`src/rtl/ft232h_ram_dma_master_if.sv`:
```
// ft232h_ram_dma_master_if: byte-wide Avalon-MM bus between the DMA master and a RAM slave
// Signals: address, chipselect, read, write, writedata (master -> slave); readdata, waitrequest (slave -> master)
interface ft232h_ram_dma_master_if #(parameter int ADDR_W = 16);
  logic [ADDR_W-1:0] address;
  logic chipselect, read, write, waitrequest;
  logic [7:0] writedata, readdata;
  modport master(output address, chipselect, read, write, writedata, input readdata, waitrequest);
  modport slave(input address, chipselect, read, write, writedata, output readdata, waitrequest);
endinterface

```
`src/rtl/ft232h_ram_dma_master.sv`:
```
// ft232h_ram_dma_master: DMA between byte streams and an Avalon-MM RAM
// Ports: clk, reset (async, active-high); cmd_valid/cmd_ready/cmd_dir/cmd_addr/cmd_len command
// handshake (dir 0 = sink to RAM, 1 = RAM to source); done pulse; avm master bus; snk_* byte sink;
// src_* byte source; cksum. Define FT232H_DMA_CKSUM_EN for the mod-256 byte checksum, else cksum = 0.
module ft232h_ram_dma_master #(
  parameter int ADDR_W = 16,
  parameter int LEN_W = 17,
  parameter int RD_LATENCY = 1
)(
  input  logic              clk,
  input  logic              reset,
  input  logic              cmd_valid,
  output logic              cmd_ready,
  input  logic              cmd_dir,
  input  logic [ADDR_W-1:0] cmd_addr,
  input  logic [LEN_W-1:0]  cmd_len,
  output logic              done,
  ft232h_ram_dma_master_if.master avm,
  input  logic [7:0]        snk_data,
  input  logic              snk_valid,
  output logic              snk_ready,
  output logic [7:0]        src_data,
  output logic              src_valid,
  input  logic              src_ready,
  output logic [7:0]        cksum
);
  localparam logic [2:0] IDLE = 3'd0, WRITE = 3'd1, READ = 3'd2, DRAIN = 3'd3, DONE = 3'd4;
  logic [2:0] state;
  logic [ADDR_W-1:0] addr;
  logic [LEN_W-1:0] rem;
  logic [RD_LATENCY-1:0] pipe;
  logic [2:0] pend, cnt;
  logic [1:0] wp, rp;
  logic [7:0] mem [4];
  logic accept, wr_acc, rd_acc, ret, pop;
  // gated by reset so the command port reads busy while reset is held
  assign cmd_ready = state == IDLE && !reset;
  assign accept = cmd_valid && cmd_ready;
  assign done = state == DONE;
  assign avm.write = state == WRITE && snk_valid;
  assign avm.writedata = snk_data;
  assign snk_ready = state == WRITE && !avm.waitrequest;
  // in-flight reads plus buffered bytes never exceed the 4 FIFO slots
  assign avm.read = state == READ && pend + cnt < 3'd4;
  assign avm.chipselect = avm.read || avm.write;
  assign avm.address = addr;
  assign wr_acc = avm.write && !avm.waitrequest;
  assign rd_acc = avm.read && !avm.waitrequest;
  assign ret = pipe[RD_LATENCY-1];
  assign src_valid = cnt != 3'd0;
  assign src_data = mem[rp];
  assign pop = src_valid && src_ready;
  always_ff @(posedge clk or posedge reset)
    if (reset) begin
      state <= IDLE;
      addr <= '0;
      rem <= '0;
      pipe <= '0;
      pend <= '0;
      cnt <= '0;
      wp <= '0;
      rp <= '0;
    end else begin
      pipe <= RD_LATENCY'({pipe, rd_acc});
      pend <= pend + 3'(rd_acc) - 3'(ret);
      cnt <= cnt + 3'(ret) - 3'(pop);
      if (ret) wp <= wp + 2'd1;
      if (pop) rp <= rp + 2'd1;
      if (wr_acc || rd_acc) begin
        addr <= addr + ADDR_W'(1);
        rem <= rem - LEN_W'(1);
      end
      case (state)
        IDLE: if (accept) begin
          addr <= cmd_addr;
          rem <= cmd_len;
          state <= cmd_len == '0 ? DONE : cmd_dir ? READ : WRITE;
        end
        WRITE: if (wr_acc && rem == LEN_W'(1)) state <= DONE;
        READ: if (rd_acc && rem == LEN_W'(1)) state <= DRAIN;
        // leave as the final byte is popped so done follows the last transfer by one cycle
        DRAIN: if (pend == 3'd0 && cnt == 3'(pop)) state <= DONE;
        default: state <= IDLE;
      endcase
    end
  always_ff @(posedge clk)
    if (ret) mem[wp] <= avm.readdata;
`ifdef FT232H_DMA_CKSUM_EN
  always_ff @(posedge clk or posedge reset)
    if (reset) cksum <= '0;
    else if (accept) cksum <= '0;
    else if (wr_acc) cksum <= cksum + snk_data;
    else if (pop) cksum <= cksum + src_data;
`else
  assign cksum = '0;
`endif
endmodule

```
`src/flat_wrapper.sv`:
```
// flat-port wrapper written by rule: the top's interface ports become plain ports
module ft232h_ram_dma_master_flat 
#(
  parameter int ADDR_W = 16,
  parameter int LEN_W = 17,
  parameter int RD_LATENCY = 1
)
  (clk, reset, cmd_valid, cmd_ready, cmd_dir, cmd_addr, cmd_len, done, snk_data, snk_valid, snk_ready, src_data, src_valid, src_ready, cksum, avm_address, avm_chipselect, avm_read, avm_write, avm_writedata, avm_readdata, avm_waitrequest);
  ft232h_ram_dma_master_if #(.ADDR_W(ADDR_W)) avm_i ();
  input  logic clk;
  input  logic reset;
  input  logic cmd_valid;
  output logic cmd_ready;
  input  logic cmd_dir;
  input  logic [ADDR_W-1:0] cmd_addr;
  input  logic [LEN_W-1:0] cmd_len;
  output logic done;
  input  logic [7:0] snk_data;
  input  logic snk_valid;
  output logic snk_ready;
  output logic [7:0] src_data;
  output logic src_valid;
  input  logic src_ready;
  output logic [7:0] cksum;
  output wire logic [$bits(avm_i.address)-1:0] avm_address;
  output wire logic [$bits(avm_i.chipselect)-1:0] avm_chipselect;
  output wire logic [$bits(avm_i.read)-1:0] avm_read;
  output wire logic [$bits(avm_i.write)-1:0] avm_write;
  output wire logic [$bits(avm_i.writedata)-1:0] avm_writedata;
  input wire logic [$bits(avm_i.readdata)-1:0] avm_readdata;
  input wire logic [$bits(avm_i.waitrequest)-1:0] avm_waitrequest;
  assign avm_address = avm_i.address;
  assign avm_chipselect = avm_i.chipselect;
  assign avm_read = avm_i.read;
  assign avm_write = avm_i.write;
  assign avm_writedata = avm_i.writedata;
  assign avm_i.readdata = avm_readdata;
  assign avm_i.waitrequest = avm_waitrequest;
  ft232h_ram_dma_master #(.ADDR_W(ADDR_W), .LEN_W(LEN_W), .RD_LATENCY(RD_LATENCY)) u_core (.clk(clk), .reset(reset), .cmd_valid(cmd_valid), .cmd_ready(cmd_ready), .cmd_dir(cmd_dir), .cmd_addr(cmd_addr), .cmd_len(cmd_len), .done(done), .avm(avm_i), .snk_data(snk_data), .snk_valid(snk_valid), .snk_ready(snk_ready), .src_data(src_data), .src_valid(src_valid), .src_ready(src_ready), .cksum(cksum));
endmodule
```
`config.mk`:
```
export PLATFORM = sky130hd
export DESIGN_NAME = ft232h_ram_dma_master_flat
export DESIGN_NICKNAME = d
export VERILOG_FILES = /design/src/rtl/ft232h_ram_dma_master_if.sv /design/src/rtl/ft232h_ram_dma_master.sv /design/src/flat_wrapper.sv
export SDC_FILE = /design/constraint.sdc
export NUM_CORES = 1
export LEC_CHECK = 0
export ABC_AREA = 0
export CAP_MARGIN = 40
export CORE_MARGIN = 5
export CORE_UTILIZATION = 40
export DETAILED_ROUTE_END_ITERATION = 10
export PLACE_DENSITY = 0.8
export SLEW_MARGIN = 10
export SYNTH_ARGS = -nofsm -noshare
export SYNTH_HDL_FRONTEND = slang
export SYNTH_SLANG_ARGS = --single-unit
```
`constraint.sdc`:
```
create_clock -name clk -period 2.1 [get_ports clk]
set_input_delay 0.21 -clock clk [delete_from_list [all_inputs] [get_ports clk]]
set_output_delay 0.21 -clock clk [all_outputs]
set_load 0.1 [all_outputs]
```
==> results of run 1 <==
-- power breakdown --
group | internal, mW | total (mW) | switching (mW)
registers | 1.69 | 1.80 | 0.108
clock network | 0.577 | 1.19 | 0.616
logic | 0.847 | 2.11 | 1.26
-- per-layer routing --
layer  global-route usage  up-vias  wire length (um)
met4               0.0365        0               135
met1                0.209     1631              4190
met3               0.0462       14               555
li1                     -     1551                 -
met5                    0        -                 0
met2                0.254      122              4690
-- cells in the final DEF, fill, tap and decap left out, types with 3 or more instances in the layout --
cell,netlist,routed
a31oi_1,27,25
and2_1,9,7
buf_12,0,17
buf_4,18,38
clkbuf_8,0,9
clkdlybuf4s50_1,0,47
conb_1,1,8
dfrtp_1,47,47
edfxtp_1,32,32
ha_1,11,8
ha_4,0,3
inv_1,15,13
inv_6,0,4
mux4_2,8,8
nand2_1,19,18
nand3_1,13,13
nand3b_1,4,4
nand4_1,4,4
nor2_1,33,33
nor2b_1,4,3
nor3b_2,2,3
nor4_1,7,7
o211ai_1,3,3
o21ai_0,17,16
o311ai_1,3,3
o31ai_1,9,9
or3_1,22,21
or4_1,14,13
xnor2_1,7,6
xor2_1,4,3
-- sequential cells by signal, summed over array words and instances, names as in the netlist --
| register | count |
|---|---|
| u_core.pend | 3 |
| u_core.avm.address | 16 |
| u_core.wp | 2 |
| u_core.cnt | 3 |
| u_core.state | 3 |
| u_core.pipe | 1 |
| u_core.rem | 17 |
| u_core.mem | 32 |
| u_core.rp | 2 |
-- timing repair --
item | CTS | global route
setup endpoints to repair | 24 | 35
setup buffers | 2 | 1
hold buffers | 0 | 0
pin swaps | 4 | 4
gates cloned | 0 | 0
gates resized for setup | 4 | 6
-- path summary, 6_finish.rpt --
kind                            startpoint                    end  slack [ps]  cells after the start
max                         u_core.pend[1]          u_core.rem[5]         -60                      8
min                                  reset  u_core.avm.address[8]         180                      2
max reg2reg                 u_core.pend[1]          u_core.rem[5]         -60                      8
min reg2reg                u_core.state[2]        u_core.state[2]         550                      1
max in group asynchronous            reset         u_core.pend[2]        1440                      3
min in group clk               cmd_addr[1]  u_core.avm.address[1]         400                      3
-- cell families (layout without fill, tap and decap cells) --
| family | after synthesis | after routing | share of synthesized area |
|---|---|---|---|
| AOI/OAI and AO/OA | 68 | 68 | 0.105 |
| xor gates and xnor gates | 12 | 12 | 0.0271 |
| adders and majority gates | 13 | 13 | 0.0428 |
| buffers and inverters | 52 | 133 | 0.0663 |
| DFF | 79 | 79 | 0.515 |
| muxes | 11 | 11 | 0.0509 |
| other | 1 | 8 | 0.000903 |
| and+or+nand+nor | 144 | 144 | 0.193 |
-- worst register-to-register path: cells and delay by family (launching register included) --
kind | cells | cell delay (ps)
AOI/OAI and AO/OA | 3 | 420
xor gates and xnor gates | 1 | 140
adders and majority gates | 1 | 260
buffers and inverters | 2 | 320
DFF | 1 | 420
and+or+nand+nor | 1 | 530
-- metrics by stage --
| stage | TNS, ps | instance area, um2 |
|---|---|---|
| 2_1_floorplan | -10950 | 4290 |
| 3_3_place_gp | -199 | 5280 |
| 3_5_place_dp | -1010 | 5280 |
| 4_1_cts | -582 | 5540 |
| 5_1_grt | -3180 | 5580 |
| 6_report | -530 | 5580 |
-- cell type report --
cell class / instances / area [um2]
clock buffers: 9 / 124
multi-input cells: 256 / 1910
clock inverters: 7 / 85.1
flip-flops and latches: 79 / 2140
fillers: 841 / 4650
well taps: 136 / 170
inverters: 15 / 56.3
repair buffers: 102 / 1100
==> flow_results.xml, run 1 <==
<?xml version="1.0" encoding="UTF-8"?>
<metrics>
  <group name="logic_synthesis">
    <metric name="ys_async_sr_fraction" unit="">0.595</metric>
    <metric name="seq_area_frac_synth" unit="">0.515</metric>
    <metric name="synth_edf_count" unit="">32</metric>
    <metric name="post_synth_instance_area" unit="um2">4150</metric>
    <metric name="synth.yosys.warnings" unit="">0</metric>
    <metric name="ys_top_cells_by_count" unit="">dfrtp_1 (47), nor2_1 (33), edfxtp_1 (32)</metric>
    <metric name="synth_area_per_cell" unit="um2">10.9</metric>
    <metric name="synth-seq-cells" unit="">79</metric>
    <metric name="ys_dominant_reg_cell" unit="">dfrtp_1</metric>
    <metric name="syn-instance-count" unit="">380</metric>
    <metric name="post_synth_main_area_contributors" unit="">dfrtp_1 (28%), edfxtp_1 (23%), mux4_2 (4.3%), a31oi_1 (4.1%), ha_1 (3.3%)</metric>
    <metric name="synth_largest_type_area_fraction" unit="">0.283</metric>
    <metric name="netlist.top_cell.by_area" unit="">dfrtp_1</metric>
    <metric name="post-synth-top-count-cell" unit="">dfrtp_1</metric>
    <metric name="synthDistinctLibCells" unit="">48</metric>
  </group>
  <group name="layout">
    <metric name="antenna_cells_inserted" unit="">0</metric>
    <metric name="nNetsFinal" unit="">532</metric>
    <metric name="final_cell_count_no_fill" unit="">604</metric>
    <metric name="area.growth.synth_to_final" unit="%">34.4</metric>
    <metric name="layout-drive-gt1-share" unit="">0.233</metric>
    <metric name="final_core_util" unit="">0.545</metric>
  </group>
  <group name="clock_tree">
    <metric name="clk-insertion-delay-late" unit="ps">350</metric>
    <metric name="cts_root_buffer" unit="">clkbuf_8</metric>
    <metric name="cts_max_path_buffers" unit="">2</metric>
    <metric name="cts.reportedPaths.clkPinSlew" unit="ps">90</metric>
    <metric name="cts_inserted_buffers" unit="">9</metric>
    <metric name="cts.htree.levels" unit="">3</metric>
    <metric name="cts_tree" unit="">yes</metric>
    <metric name="clkSinkCount" unit="">79</metric>
  </group>
  <group name="setup_path">
    <metric name="critical_path.max_fanout" unit="">39</metric>
    <metric name="cp_slowest_stage_delay" unit="ps">510</metric>
    <metric name="path_delay_family" unit="">simple AND/OR/NAND/NOR gates</metric>
    <metric name="crit_type" unit="">reg -&gt; reg</metric>
    <metric name="crit_path_cell_trace" unit="">ha_4 -&gt; a31oi_4 -&gt; xnor2_2 -&gt; buf_4 -&gt; a22oi_2 -&gt; buf_12 -&gt; or4_1 -&gt; a31oi_1</metric>
    <metric name="worstPathRequired" unit="ps">2370</metric>
    <metric name="critPathCaptureType" unit="">register</metric>
    <metric name="cp_slowest_cell" unit="">or4_1</metric>
    <metric name="critPathBufInv" unit="">2</metric>
    <metric name="data_arrival_time_of_the_critical_path" unit="ps">2430</metric>
    <metric name="worstSetupStartpointType" unit="">register</metric>
  </group>
  <group name="detailed_routing">
    <metric name="post_drt_via_cell_ratio" unit="">5.49</metric>
    <metric name="post-route-drc-count" unit="">0</metric>
    <metric name="vias" unit="">3318</metric>
    <metric name="drt_iter0_drc" unit="">234</metric>
    <metric name="routed_wire_length_per_instance" unit="um">15.9</metric>
    <metric name="drt-total-wl" unit="um">9580</metric>
    <metric name="final_antenna_net_count" unit="">0</metric>
    <metric name="drt_first_pass_iters" unit="">4</metric>
  </group>
  <group name="timing">
    <metric name="timing.final.ws_setup" unit="ps">-60.6</metric>
    <metric name="timing.final.crit_share" unit="">1.03</metric>
    <metric name="period_minus_slack" unit="ps">2160</metric>
    <metric name="fin_hold_ws" unit="ps">179</metric>
    <metric name="hold_violations" unit="">0</metric>
    <metric name="maxSlewViolCount" unit="">0</metric>
    <metric name="skew" unit="ps">10.1</metric>
    <metric name="timing.final.setup_violations" unit="">13</metric>
    <metric name="achievable-frequency" unit="GHz">0.463</metric>
    <metric name="grt_setup_unrepaired" unit="">yes</metric>
  </group>
  <group name="global_routing">
    <metric name="global_route.usage.total" unit="">0.157</metric>
    <metric name="grt_max_degree" unit="">40</metric>
    <metric name="grt_pass1_vias" unit="">3421</metric>
    <metric name="initial_antenna_violation_count" unit="">0</metric>
    <metric name="globalRoute.totalOverflow" unit="">0</metric>
    <metric name="wire_length_of_the_first_global_routing_pass" unit="um">16300</metric>
  </group>
  <group name="power">
    <metric name="p_leak" unit="nW">2.17</metric>
    <metric name="ir_drop" unit="mV">0.892</metric>
    <metric name="totalPowerFinal" unit="mW">5.10</metric>
    <metric name="power_per_cell_area" unit="nW/um2">915</metric>
  </group>
  <group name="floorplanning">
    <metric name="core-area" unit="um2">10200</metric>
    <metric name="pin_count" unit="">103</metric>
    <metric name="die_w" unit="um">112</metric>
    <metric name="core.rowCount" unit="">37</metric>
    <metric name="die_h" unit="um">112</metric>
    <metric name="floorplan.initialDensity" unit="">0.406</metric>
    <metric name="dieArea" unit="um2">12500</metric>
  </group>
  <group name="placed_design">
    <metric name="placer_congestion" unit="">0.818</metric>
    <metric name="place_inst" unit="">585</metric>
    <metric name="port_buffers" unit="">78</metric>
    <metric name="placement.setup.worst_slack" unit="ps">-145</metric>
    <metric name="hpwlAfterDp" unit="um">7040</metric>
  </group>
  <group name="flow_run">
    <metric name="drv.max_cap_violation_count" unit="">0</metric>
  </group>
  <group name="run_status">
    <metric name="status" unit="">finished, violations left</metric>
    <metric name="violated_checks" unit="">negative setup slack</metric>
  </group>
  <group name="min_path">
    <metric name="hold_path_class" unit="">in -&gt; async</metric>
  </group>
</metrics>
(Power assumes the default switching activity.)
==> run 2: changes to the inputs <==
Settings changed: REMOVE_ABC_BUFFERS set to 1.
Clock period 2.1 ns to 1.8 ns, I/O delays scaled along.
==> flow_results.xml, run 2 (synthesis gave the netlist of run 1 again) <==
<?xml version="1.0" encoding="UTF-8"?>
<metrics>
  <group name="floorplanning">
    <metric name="core.rowCount" unit="">37</metric>
    <metric name="die_w" unit="um">112</metric>
    <metric name="core-area" unit="um2">10200</metric>
    <metric name="dieArea" unit="um2">12500</metric>
    <metric name="die_h" unit="um">112</metric>
    <metric name="floorplan.initialDensity" unit="">0.406</metric>
    <metric name="pin_count" unit="">103</metric>
  </group>
  <group name="global_routing">
    <metric name="globalRoute.totalOverflow" unit="">0</metric>
    <metric name="grt_pass1_vias" unit="">3693</metric>
    <metric name="wire_length_of_the_first_global_routing_pass" unit="um">17500</metric>
    <metric name="global_route.usage.total" unit="">0.171</metric>
    <metric name="grt_max_degree" unit="">33</metric>
    <metric name="initial_antenna_violation_count" unit="">0</metric>
  </group>
  <group name="power">
    <metric name="p_int" unit="mW">3.77</metric>
    <metric name="p_clk_frac" unit="">0.233</metric>
    <metric name="power.switching_fraction" unit="">0.391</metric>
    <metric name="ir_drop" unit="mV">0.955</metric>
    <metric name="power.share.combinational" unit="">0.427</metric>
    <metric name="p_leak" unit="nW">2.48</metric>
    <metric name="power_per_cell_area" unit="nW/um2">1010</metric>
    <metric name="net-switching-power" unit="mW">2.42</metric>
    <metric name="sequentialPowerShare" unit="">0.339</metric>
  </group>
  <group name="setup_path">
    <metric name="cp_slowest_cell" unit="">or4_1</metric>
    <metric name="cp_slowest_stage_delay" unit="ps">510</metric>
    <metric name="setup.worst_path.start" unit="">u_core.cnt[1]</metric>
    <metric name="critPathCaptureType" unit="">register</metric>
    <metric name="worstPathRequired" unit="ps">2080</metric>
    <metric name="worstSetupStartpointType" unit="">register</metric>
    <metric name="data_arrival_time_of_the_critical_path" unit="ps">2470</metric>
    <metric name="r2r_start" unit="">u_core.cnt[1]</metric>
    <metric name="crit_path_cell_trace" unit="">ha_4 -&gt; a31oi_4 -&gt; xnor2_2 -&gt; a22oi_2 -&gt; buf_12 -&gt; or4_1 -&gt; a31oi_1</metric>
    <metric name="crit_type" unit="">reg -&gt; reg</metric>
    <metric name="critical_path.max_fanout" unit="">15</metric>
  </group>
  <group name="timing">
    <metric name="skew" unit="ps">9.56</metric>
    <metric name="timing.final.ws_setup" unit="ps">-387</metric>
    <metric name="hold_violations" unit="">0</metric>
    <metric name="slew_headroom" unit="">0.653</metric>
    <metric name="grt_setup_unrepaired" unit="">yes</metric>
    <metric name="timing.final.setup_violations" unit="">48</metric>
    <metric name="maxSlewViolCount" unit="">0</metric>
    <metric name="timing.final.crit_share" unit="">1.21</metric>
    <metric name="worst-slew-pin-transition" unit="ps">518</metric>
    <metric name="achievable-frequency" unit="GHz">0.457</metric>
    <metric name="period_minus_slack" unit="ps">2190</metric>
  </group>
  <group name="layout">
    <metric name="layout-drive-gt1-share" unit="">0.334</metric>
    <metric name="largest_register_ffs" unit="">32</metric>
    <metric name="final_common_cell" unit="">buf_4</metric>
    <metric name="postLayoutCellArea" unit="um2">6120</metric>
    <metric name="largest-register" unit="">u_core.mem</metric>
    <metric name="final_core_util" unit="">0.598</metric>
    <metric name="nNetsFinal" unit="">585</metric>
    <metric name="area.growth.synth_to_final" unit="%">47.3</metric>
    <metric name="antenna_cells_inserted" unit="">0</metric>
    <metric name="final_cell_mix" unit="">buf_4 (76), clkdlybuf4s50_1 (47), dfrtp_1 (46), nor2_1 (33), edfxtp_1 (32)</metric>
  </group>
  <group name="clock_tree">
    <metric name="cts_max_path_buffers" unit="">2</metric>
    <metric name="cts.htree.levels" unit="">3</metric>
    <metric name="cts_tree" unit="">yes</metric>
    <metric name="cts_inserted_buffers" unit="">9</metric>
    <metric name="cts_root_buffer" unit="">clkbuf_8</metric>
    <metric name="clkSinkCount" unit="">79</metric>
    <metric name="clk-insertion-delay-late" unit="ps">360</metric>
    <metric name="cts.reportedPaths.clkPinSlew" unit="ps">100</metric>
  </group>
  <group name="detailed_routing">
    <metric name="vias" unit="">3556</metric>
    <metric name="final_antenna_net_count" unit="">0</metric>
    <metric name="post_drt_via_cell_ratio" unit="">5.41</metric>
    <metric name="drt-total-wl" unit="um">11200</metric>
    <metric name="drt_iter0_drc" unit="">169</metric>
    <metric name="post-route-drc-count" unit="">0</metric>
    <metric name="routed_wire_length_per_instance" unit="um">17.0</metric>
    <metric name="drt_first_pass_iters" unit="">6</metric>
  </group>
  <group name="placed_design">
    <metric name="port_buffers" unit="">78</metric>
    <metric name="dpl-instance-area" unit="um2">5520</metric>
    <metric name="placer_congestion" unit="">0.871</metric>
    <metric name="hpwlAfterDp" unit="um">7690</metric>
  </group>
  <group name="flow_run">
    <metric name="drv.max_cap_violation_count" unit="">0</metric>
  </group>
  <group name="run_status">
    <metric name="violated_checks" unit="">negative setup slack</metric>
    <metric name="status" unit="">finished, violations left</metric>
  </group>
  <group name="min_path">
    <metric name="hold_path_class" unit="">in -&gt; async</metric>
  </group>
</metrics>
run 2: cell count changes in the layout (fill, tap and decap cells not counted), moves of 3 or more:
cell | before | now
o311ai_1 | 3 | 0
o311ai_2 | 1 | 4
buf_4 | 38 | 76
buf_6 | 0 | 13
or3_4 | 1 | 4
or3_1 | 21 | 18
run 2: cell type report:
cell class              count  area [um2]
multi-input cells         256        1970
clock inverters             7        86.3
fillers                   778        4120
well taps                 136         170
clock buffers               9         124
flip-flops and latches     79        2140
repair buffers            155        1570
inverters                  15        56.3
run 2: power by group through the flow:
stage	registers, mW	clock network [mW]	logic (mW)
after floorplan	2.28	0	1.33
after global placement	2.11	0	2.38
after detailed placement	2.12	0	2.41
after CTS	2.09	1.45	2.56
after global routing	2.12	1.55	2.77
final	2.10	1.44	2.64
run 2: layer usage:
metal,vias up,wire length (um),part of all wire,GRT usage
li1,1652,-,-,-
met1,1766,4610,0.41,0.215
met2,118,5810,0.52,0.293
met3,20,554,0.050,0.0462
met4,0,198,0.018,0.0462
met5,-,0,0,0
run 2: worst max-delay path, delay by kind of cell (launching register included):
kind | cells | cell delay, ps
buffers and inverters | 1 | 190
AOI/OAI and AO/OA | 3 | 460
adders and majority gates | 1 | 290
xor gates and xnor gates | 1 | 230
DFF | 1 | 440
and+or+nand+nor | 1 | 510
run 2: final timing paths:
path	end	slack, ps	cells past startpoint
worst max-delay path	u_core.rem[11]	-390	7
worst min-delay path	u_core.wp[0]	260	3
worst max register to register	u_core.rem[11]	-390	7
min in group clk	avm_writedata[0]	360	0
max in group asynchronous	u_core.state[1]	1200	3
worst min register to register	u_core.wp[0]	560	1
run 2: stage by stage:
| stage | worst slack, ps | TNS [ps] | total power, mW | instances | hold slack [ps] |
|---|---|---|---|---|---|
| 2_1_floorplan | -2860 | -92220 | 3.61 | 350 | 279 |
| 3_3_place_gp | -370 | -12380 | 4.49 | 627 | 361 |
| 3_5_place_dp | -459 | -14140 | 4.53 | 627 | 361 |
| 4_1_cts | -345 | -9900 | 6.10 | 648 | 254 |
| 5_1_grt | -445 | -15730 | 6.43 | 657 | 286 |
| 6_report | -387 | -12220 | 6.19 | 657 | 259 |
run 2: what timing repair did:
item / CTS / global route
cloned: 0 / 2
pin swaps: 20 / 24
hold endpoints to repair: 0 / 0
resized for setup: 33 / 22
hold buffers: 0 / 0
setup buffers: 6 / 7
endpoints found under the setup margin: 50 / 55
